**config.mk**
```make
export PLATFORM = sky130hd
export DESIGN_NAME = cordic_rr_sched
export DESIGN_NICKNAME = d
export VERILOG_FILES = /design/src/rtl/cordic_rr_sched_pkg.sv /design/src/rtl/cordic_rr_sched_rr_arbiter.sv /design/src/rtl/cordic_rr_sched.sv
export SDC_FILE = /design/constraint.sdc
export NUM_CORES = 1
export LEC_CHECK = 0
export CAP_MARGIN = 20
export CORE_MARGIN = 1.5
export CORE_UTILIZATION = 39
export DETAILED_ROUTE_END_ITERATION = 16
export HOLD_SLACK_MARGIN = 0.02
export PLACE_DENSITY_LB_ADDON = 0.3
export SLEW_MARGIN = 20
export SYNTH_ARGS = -nofsm -noshare
export SYNTH_HDL_FRONTEND = slang
export SYNTH_SLANG_ARGS = --single-unit
```
**constraint.sdc**
```tcl
create_clock -name clock -period 5.45 [get_ports clock]
set_input_delay 1.635 -clock clock [delete_from_list [all_inputs] [get_ports clock]]
set_output_delay 1.635 -clock clock [all_outputs]
set_load 0.01 [all_outputs]
```
**src/rtl/cordic_rr_sched_pkg.sv**
```systemverilog
// Shared definitions for the round-robin cosine CORDIC scheduler.
//   - sched_state_e    : 2-bit FSM state encoding (IDLE, ISSUE, RUN, RESP)
//   - FP32_QNAN        : quiet NaN returned when the core watchdog aborts a job
//   - CORE_BUSY_CYCLES : nominal number of busy cycles of the cosine core
package cordic_rr_sched_pkg;

  typedef enum logic [1:0] {
    ST_IDLE  = 2'd0,
    ST_ISSUE = 2'd1,
    ST_RUN   = 2'd2,
    ST_RESP  = 2'd3
  } sched_state_e;

  localparam logic [31:0] FP32_QNAN        = 32'h7FC0_0000;
  localparam int unsigned CORE_BUSY_CYCLES = 32'd8;

endpackage

```
**src/rtl/cordic_rr_sched_rr_arbiter.sv**
```systemverilog
// rr_arbiter: combinational round-robin grant.
// Picks the first asserted req_valid bit at or after rr_ptr+1 (wrapping
// modulo NUM_REQ), so the most recently served requester has lowest priority.
// Ports:
//   req_valid  in  NUM_REQ  request lines
//   rr_ptr     in  ID_W     index of the last granted requester
//   grant      out NUM_REQ  one-hot grant (all zero when nothing requests)
//   grant_id   out ID_W     index of the granted requester
//   grant_any  out 1        some requester is granted
module rr_arbiter
  import cordic_rr_sched_pkg::*;
#(
  parameter int NUM_REQ = 4,
  parameter int ID_W    = 2
) (
  input  logic [NUM_REQ-1:0] req_valid,
  input  logic [ID_W-1:0]    rr_ptr,
  output logic [NUM_REQ-1:0] grant,
  output logic [ID_W-1:0]    grant_id,
  output logic               grant_any
);

  logic [ID_W-1:0] idx_s;
  logic            hit_s;

  // Scan requesters in priority order starting just after rr_ptr; first hit wins.
  always_comb begin
    grant     = '0;
    grant_id  = '0;
    grant_any = 1'b0;
    idx_s     = '0;
    hit_s     = 1'b0;
    for (int k = 1; k <= NUM_REQ; k++) begin
      idx_s        = ID_W'((int'(rr_ptr) + k) % NUM_REQ);
      hit_s        = ~grant_any & req_valid[idx_s];
      grant[idx_s] = grant[idx_s] | hit_s;
      grant_id     = hit_s ? idx_s : grant_id;
      grant_any    = grant_any | hit_s;
    end
  end

endmodule

```
**src/rtl/cordic_rr_sched.sv**
```systemverilog
// cordic_rr_sched: shares one iterative cosine CORDIC core between NUM_REQ
// requesters. Operands arrive on per-requester valid/ready channels, a
// round-robin arbiter selects one, the core is sequenced start -> run -> done,
// and the result returns on one tagged valid/ready response channel. A RUN
// watchdog aborts a hung core job with a quiet NaN and a sticky error flag.
// Ports:
//   clock        in   system clock
//   aclr         in   synchronous active-high reset (also resets the core)
//   clk_en       in   global enable; low freezes all state and the core
//   req_valid    in   per-requester operand valid
//   req_ready    out  per-requester accept (one-hot or zero)
//   req_data     in   FP32 operands, requester i at [32i+31:32i]
//   rsp_valid    out  result valid
//   rsp_ready    in   result accept
//   rsp_data     out  FP32 cosine result, or quiet NaN on timeout
//   rsp_id       out  requester index that owns rsp_data
//   core_start   out  start pulse to core
//   core_clk_en  out  core clock enable
//   core_dataa   out  latched operand to core
//   core_result  in   core FP32 output
//   core_done    in   core done level
//   busy         out  scheduler not idle
//   timeout_err  out  sticky watchdog-abort flag, cleared only by aclr
module cordic_rr_sched
  import cordic_rr_sched_pkg::*;
#(
  parameter int NUM_REQ = 4,
  parameter int ID_W    = 2,
  parameter int TIMEOUT = 31,
  parameter int CNT_W   = 5
) (
  input  logic                  clock,
  input  logic                  aclr,
  input  logic                  clk_en,
  input  logic [NUM_REQ-1:0]    req_valid,
  output logic [NUM_REQ-1:0]    req_ready,
  input  logic [32*NUM_REQ-1:0] req_data,
  output logic                  rsp_valid,
  input  logic                  rsp_ready,
  output logic [31:0]           rsp_data,
  output logic [ID_W-1:0]       rsp_id,
  output logic                  core_start,
  output logic                  core_clk_en,
  output logic [31:0]           core_dataa,
  input  logic [31:0]           core_result,
  input  logic                  core_done,
  output logic                  busy,
  output logic                  timeout_err
);

  localparam logic [CNT_W-1:0] TIMEOUT_CNT = CNT_W'(TIMEOUT);

  sched_state_e        state_r;
  sched_state_e        state_nxt_s;
  logic [ID_W-1:0]     rr_ptr_r;
  logic [CNT_W-1:0]    wd_r;
  logic                rsp_valid_r;
  logic [31:0]         rsp_data_r;
  logic [ID_W-1:0]     rsp_id_r;
  logic [31:0]         core_dataa_r;
  logic                timeout_err_r;

  logic [NUM_REQ-1:0]  grant_s;
  logic [ID_W-1:0]     grant_id_s;
  logic                grant_any_s;
  logic [NUM_REQ-1:0]  req_ready_s;
  logic                core_start_s;
  logic                core_clk_en_s;
  logic                accept_s;
  logic                done_ok_s;
  logic                abort_s;
  logic                release_s;
  logic [31:0]         op_s [NUM_REQ];

  for (genvar g = 0; g < NUM_REQ; g++) begin : g_op
    assign op_s[g] = req_data[32*g +: 32];
  end

  rr_arbiter #(
    .NUM_REQ (NUM_REQ),
    .ID_W    (ID_W)
  ) u_arb (
    .req_valid (req_valid),
    .rr_ptr    (rr_ptr_r),
    .grant     (grant_s),
    .grant_id  (grant_id_s),
    .grant_any (grant_any_s)
  );

  // FSM state register; clk_en low holds the state, aclr overrides clk_en.
  always_ff @(posedge clock) begin
    if (aclr) begin
      state_r <= ST_IDLE;
    end else if (clk_en) begin
      state_r <= state_nxt_s;
    end else begin
      state_r <= state_r;
    end
  end

  // Next-state decode plus per-state handshake and core control strobes.
  always_comb begin
    state_nxt_s   = state_r;
    req_ready_s   = '0;
    core_start_s  = 1'b0;
    core_clk_en_s = 1'b0;
    accept_s      = 1'b0;
    done_ok_s     = 1'b0;
    abort_s       = 1'b0;
    release_s     = 1'b0;
    case (state_r)
      ST_IDLE: begin
        // Grant implies valid, so a grant is a completed handshake.
        req_ready_s = grant_s;
        if (grant_any_s) begin
          accept_s    = 1'b1;
          state_nxt_s = ST_ISSUE;
        end else begin
          state_nxt_s = ST_IDLE;
        end
      end
      ST_ISSUE: begin
        // core_done may still show the previous job here; it is not looked at.
        core_start_s  = 1'b1;
        core_clk_en_s = 1'b1;
        state_nxt_s   = ST_RUN;
      end
      ST_RUN: begin
        // Drop the core enable in the done cycle so the core stops rotating.
        core_clk_en_s = ~core_done;
        if (core_done) begin
          done_ok_s   = 1'b1;
          state_nxt_s = ST_RESP;
        end else if (wd_r == TIMEOUT_CNT) begin
          abort_s     = 1'b1;
          state_nxt_s = ST_RESP;
        end else begin
          state_nxt_s = ST_RUN;
        end
      end
      ST_RESP: begin
        if (rsp_ready) begin
          release_s   = 1'b1;
          state_nxt_s = ST_IDLE;
        end else begin
          state_nxt_s = ST_RESP;
        end
      end
      default: begin
        state_nxt_s = ST_IDLE;
      end
    endcase
  end

  // Operand/tag latches, watchdog, response register and sticky error flag.
  always_ff @(posedge clock) begin
    if (aclr) begin
      rr_ptr_r      <= ID_W'(NUM_REQ - 1);
      wd_r          <= '0;
      rsp_valid_r   <= 1'b0;
      rsp_data_r    <= 32'h0000_0000;
      rsp_id_r      <= '0;
      core_dataa_r  <= 32'h0000_0000;
      timeout_err_r <= 1'b0;
    end else if (clk_en) begin
      if (accept_s) begin
        core_dataa_r <= op_s[grant_id_s];
        rsp_id_r     <= grant_id_s;
        rr_ptr_r     <= grant_id_s;
      end
      if (state_r == ST_ISSUE) begin
        wd_r <= '0;
      end else if ((state_r == ST_RUN) && !done_ok_s && !abort_s) begin
        wd_r <= wd_r + CNT_W'(1);
      end
      if (done_ok_s) begin
        rsp_data_r  <= core_result;
        rsp_valid_r <= 1'b1;
      end else if (abort_s) begin
        rsp_data_r    <= FP32_QNAN;
        rsp_valid_r   <= 1'b1;
        timeout_err_r <= 1'b1;
      end else if (release_s) begin
        rsp_valid_r <= 1'b0;
      end
    end
  end

  assign req_ready   = clk_en ? req_ready_s : '0;
  assign core_start  = clk_en & core_start_s;
  assign core_clk_en = clk_en & core_clk_en_s;
  assign core_dataa  = core_dataa_r;
  assign rsp_valid   = rsp_valid_r;
  assign rsp_data    = rsp_data_r;
  assign rsp_id      = rsp_id_r;
  assign busy        = (state_r != ST_IDLE);
  assign timeout_err = timeout_err_r;

endmodule

```
==> results_dict.tcl <==
set metrics [dict create \
    outcome "finished, violations left" \
    violations "negative setup slack" \
    ir_drop_v 0.000185 \
    synth.avg_cell_area_sq_um 9.83 \
    rsz0062_at_grt "yes" \
    clkTransAtPathRegs_ns 0.05 \
    wl_per_cell_um 16.6 \
    clock_skew_ns 0.00401 \
    die_y_um 109 \
    synth_nets 631 \
    clock.fmax_mhz 183 \
    yosysMostFrequentCell "dfxtp_1" \
    post-route-drc-count 0 \
    synth_edf_count 0 \
    viasPerCell 5.33 \
    synth-seq-cells 77 \
    p_per_area_mw_per_mm2 325 \
    end_kind "output pin" \
    insertion_delay_ns 0.33 \
    leakage_uw 0.00271 \
    worst-setup-path-type "in2out" \
    areaGrowthSynthToFinish_pct 67.5 \
    nets 876 \
    synth.distinct_cells 47 \
    final_layout_size_suffix_gt1_share_pct 18.9 \
    totalWireLength_um 13900 \
    finalCritPeriodShare_pct 100 \
    crit_family "multiplexers" \
    max_slew_margin_pct 36.7 \
    start_util_pct 40.2 \
    critPathMaxStageDelay_ns 0.49 \
    ys_warn_count 0 \
    path_cells "buf_8 -> mux4_2 -> mux2_4 -> a221oi_4 -> o32a_1 -> nor2_2 -> o2111ai_2 -> buf_4 -> a311oi_2 -> buf_2" \
    ys.flop_type "dfxtp_1" \
    grt_max_degree 78 \
    cts_buffer_depth 2 \
    drt_iter0_drc 266 \
    die_area_sq_mm 0.0119 \
    startpoint_type "input port" \
    numPortBuffers 243 \
    grt_pass1_vias 4399 \
    p_switching_uw 793 \
    seq_area_frac_synth_pct 35.1 \
    pre_cts_slack_ns -0.712 \
    fin_crit_ns 5.46 \
    via_count 4468 \
    setup_viol 2 \
    drv_cap 0 \
    comb_power_share_pct 49.3 \
    hold_path_class "reg2reg" \
    p_int_uw 1600 \
    root_buffer "clkbuf_16" \
    clockPowerShare_pct 23.3 \
    synth_top_area_share_pct 35.1 \
    synth_area_leaders "dfxtp_1 (35%), mux4_2 (18%), nand2_1 (6.0%)" \
    cp.required_ns 3.82 \
    setup_ws_ns -0.00859 \
    gp_congestion 0.894 \
    detail-route-antenna-nets 0 \
    path_max_fanout 5 \
    hold_buffers 0 \
    stdcell_area_sq_mm 0.00736 \
    synth_cells 447 \
    hold_viol_final 0 \
    crit_slowest_cell "mux4_2" \
    cts_tree "yes" \
    place_area_sq_mm 0.00696 \
    post-synth-top-area-cell "dfxtp_1" \
    cts_inserted_buffers 9 \
    cts.htree.levels 3 \
    dp_hpwl_um 10400 \
    ioPinCount 244 \
    synth_async_sr_flop_share_pct 0 \
    overflow 0 \
    core_area_sq_mm 0.0109 \
    firstDrtPassIters 5 \
    antenna_found_initial 0 \
    swShare_pct 33.1 \
    ys_top_cells_by_count "dfxtp_1 (77), nand2_1 (70), nor2_1 (54), mux4_2 (36), a21oi_2 (29)" \
    grt_pass1_wl_um 20900 \
    cts_num_sinks 77 \
    tightestPinTransition_ns 0.949 \
    rows 38 \
    pwr-share-seq_pct 27.4 \
    final.setup.tns_ns -0.0107 \
    crit_arrival_ns 3.82 \
    maxSlewViolCount 0 \
    grt_usage_pct 22.7 \
    syn_area_sq_mm 0.00439 \
    hold_slack_ns 0.456 \
    dieWidth_um 109 \
    path_buf_inv 3 \
]
-- placed cells by master, fill, tap and decap left out, types with 2 or more instances in the layout --
master,count
a211oi_2,2
a21oi_1,11
a21oi_2,29
a221oi_4,2
a22oi_1,24
a311oi_2,2
a31oi_1,7
and2_1,2
and3_1,3
buf_2,3
buf_4,26
buf_6,3
clkbuf_16,9
clkbuf_8,2
clkdlybuf4s50_1,234
clkinv_2,2
clkinv_4,2
dfxtp_1,77
ha_1,15
inv_1,6
mux2i_1,4
mux4_2,36
nand2_1,70
nand2b_1,2
nand3_1,6
nor2_1,52
nor2_2,2
nor2b_1,10
nor3_1,7
nor3b_1,3
o211a_1,2
o211ai_1,2
o21ai_0,4
o21ai_1,3
o21ai_2,2
o21bai_1,2
o22ai_1,10
-- cell type report --
class / count / area (sq um)
fill: 864 / 3580
antenna: 1 / 2.50
tap: 140 / 175
inverter: 6 / 22.5
sequential: 77 / 1540
timing repair buffer: 268 / 2610
multi-input combinational: 330 / 2720
clock buffer: 11 / 253
clock inverter: 5 / 35.0
-- power by group through the flow --
stage               registers, uW  clock network [uW]  logic, uW
detailed placement            667                   0       1110
floorplan                     693                   0        709
global placement              664                   0       1090
global route                  663                 599       1270
CTS                           656                 573       1160
finish                        655                 558       1180
-- worst register-to-register path: stages (launching register included) --
cell and delay [ns]:
dfxtp_1 0.33, inv_1 0.16, ha_1 0.48, mux4_2 0.37
buf_4 0.22, or3_4 0.40, buf_4 0.17, o32ai_4 0.19
buf_4 0.41, mux4_2 0.42, nand2_1 0.10, a21oi_2 0.05
-- cells by family after synthesis --
family                     count (synthesis)  share of synthesized area (%)
xor gates and xnor gates                   1                          0.199
muxes                                     42                           20.2
buffers and inverters                     40                           4.84
and+or+nand+nor                          162                           16.0
AOI/OAI and AO/OA                        110                           19.4
adders and majority gates                 15                           4.27
DFF                                       77                           35.1
-- routing by layer --
metal / GRT usage [%] / up-vias / share of wire, %
met2: 41.5 / 223 / 52
met4: 7.71 / 0 / 1.3
met1: 24.7 / 2095 / 37
li1: - / 2132 / -
met5: 0 / - / 0
met3: 6.81 / 18 / 10
-- flip-flops by register name, indices dropped and copies added (netlist names) --
register     cells
timeout_err      1
rsp_id           2
rsp_valid        1
wd_r             5
rsp_data        32
core_dataa      32
rr_ptr_r         2
state_r          2
-- per-stage QoR --
stage / util, % / cells / total power, uW
6_report: 67.3 / 838 / 2390
5_1_grt: 67.3 / 837 / 2530
4_1_cts: 66.7 / 834 / 2380
3_5_place_dp: 63.7 / 816 / 1780
3_3_place_gp: 63.7 / 816 / 1760
2_1_floorplan: - / 447 / 1400
-- worst paths after layout --
kind	from	to	slack [ns]	depth (start not counted)
worst max-delay path	req_valid[2]	req_ready[3]	-0.009	10
worst max register to register	rr_ptr_r[0]	core_dataa[30]	2.00	11
worst min-delay path	core_dataa[31]	core_dataa[31]	0.46	2
worst min register to register	core_dataa[31]	core_dataa[31]	0.46	2
-- repair_timing --
| action | CTS | global route |
|---|---|---|
| pin swaps | 5 | 8 |
| setup buffers | 2 | 3 |
| setup endpoints to repair | 4 | 4 |
| gates resized for setup | 38 | 15 |
Note: power is estimated with default switching activity, not from simulation.
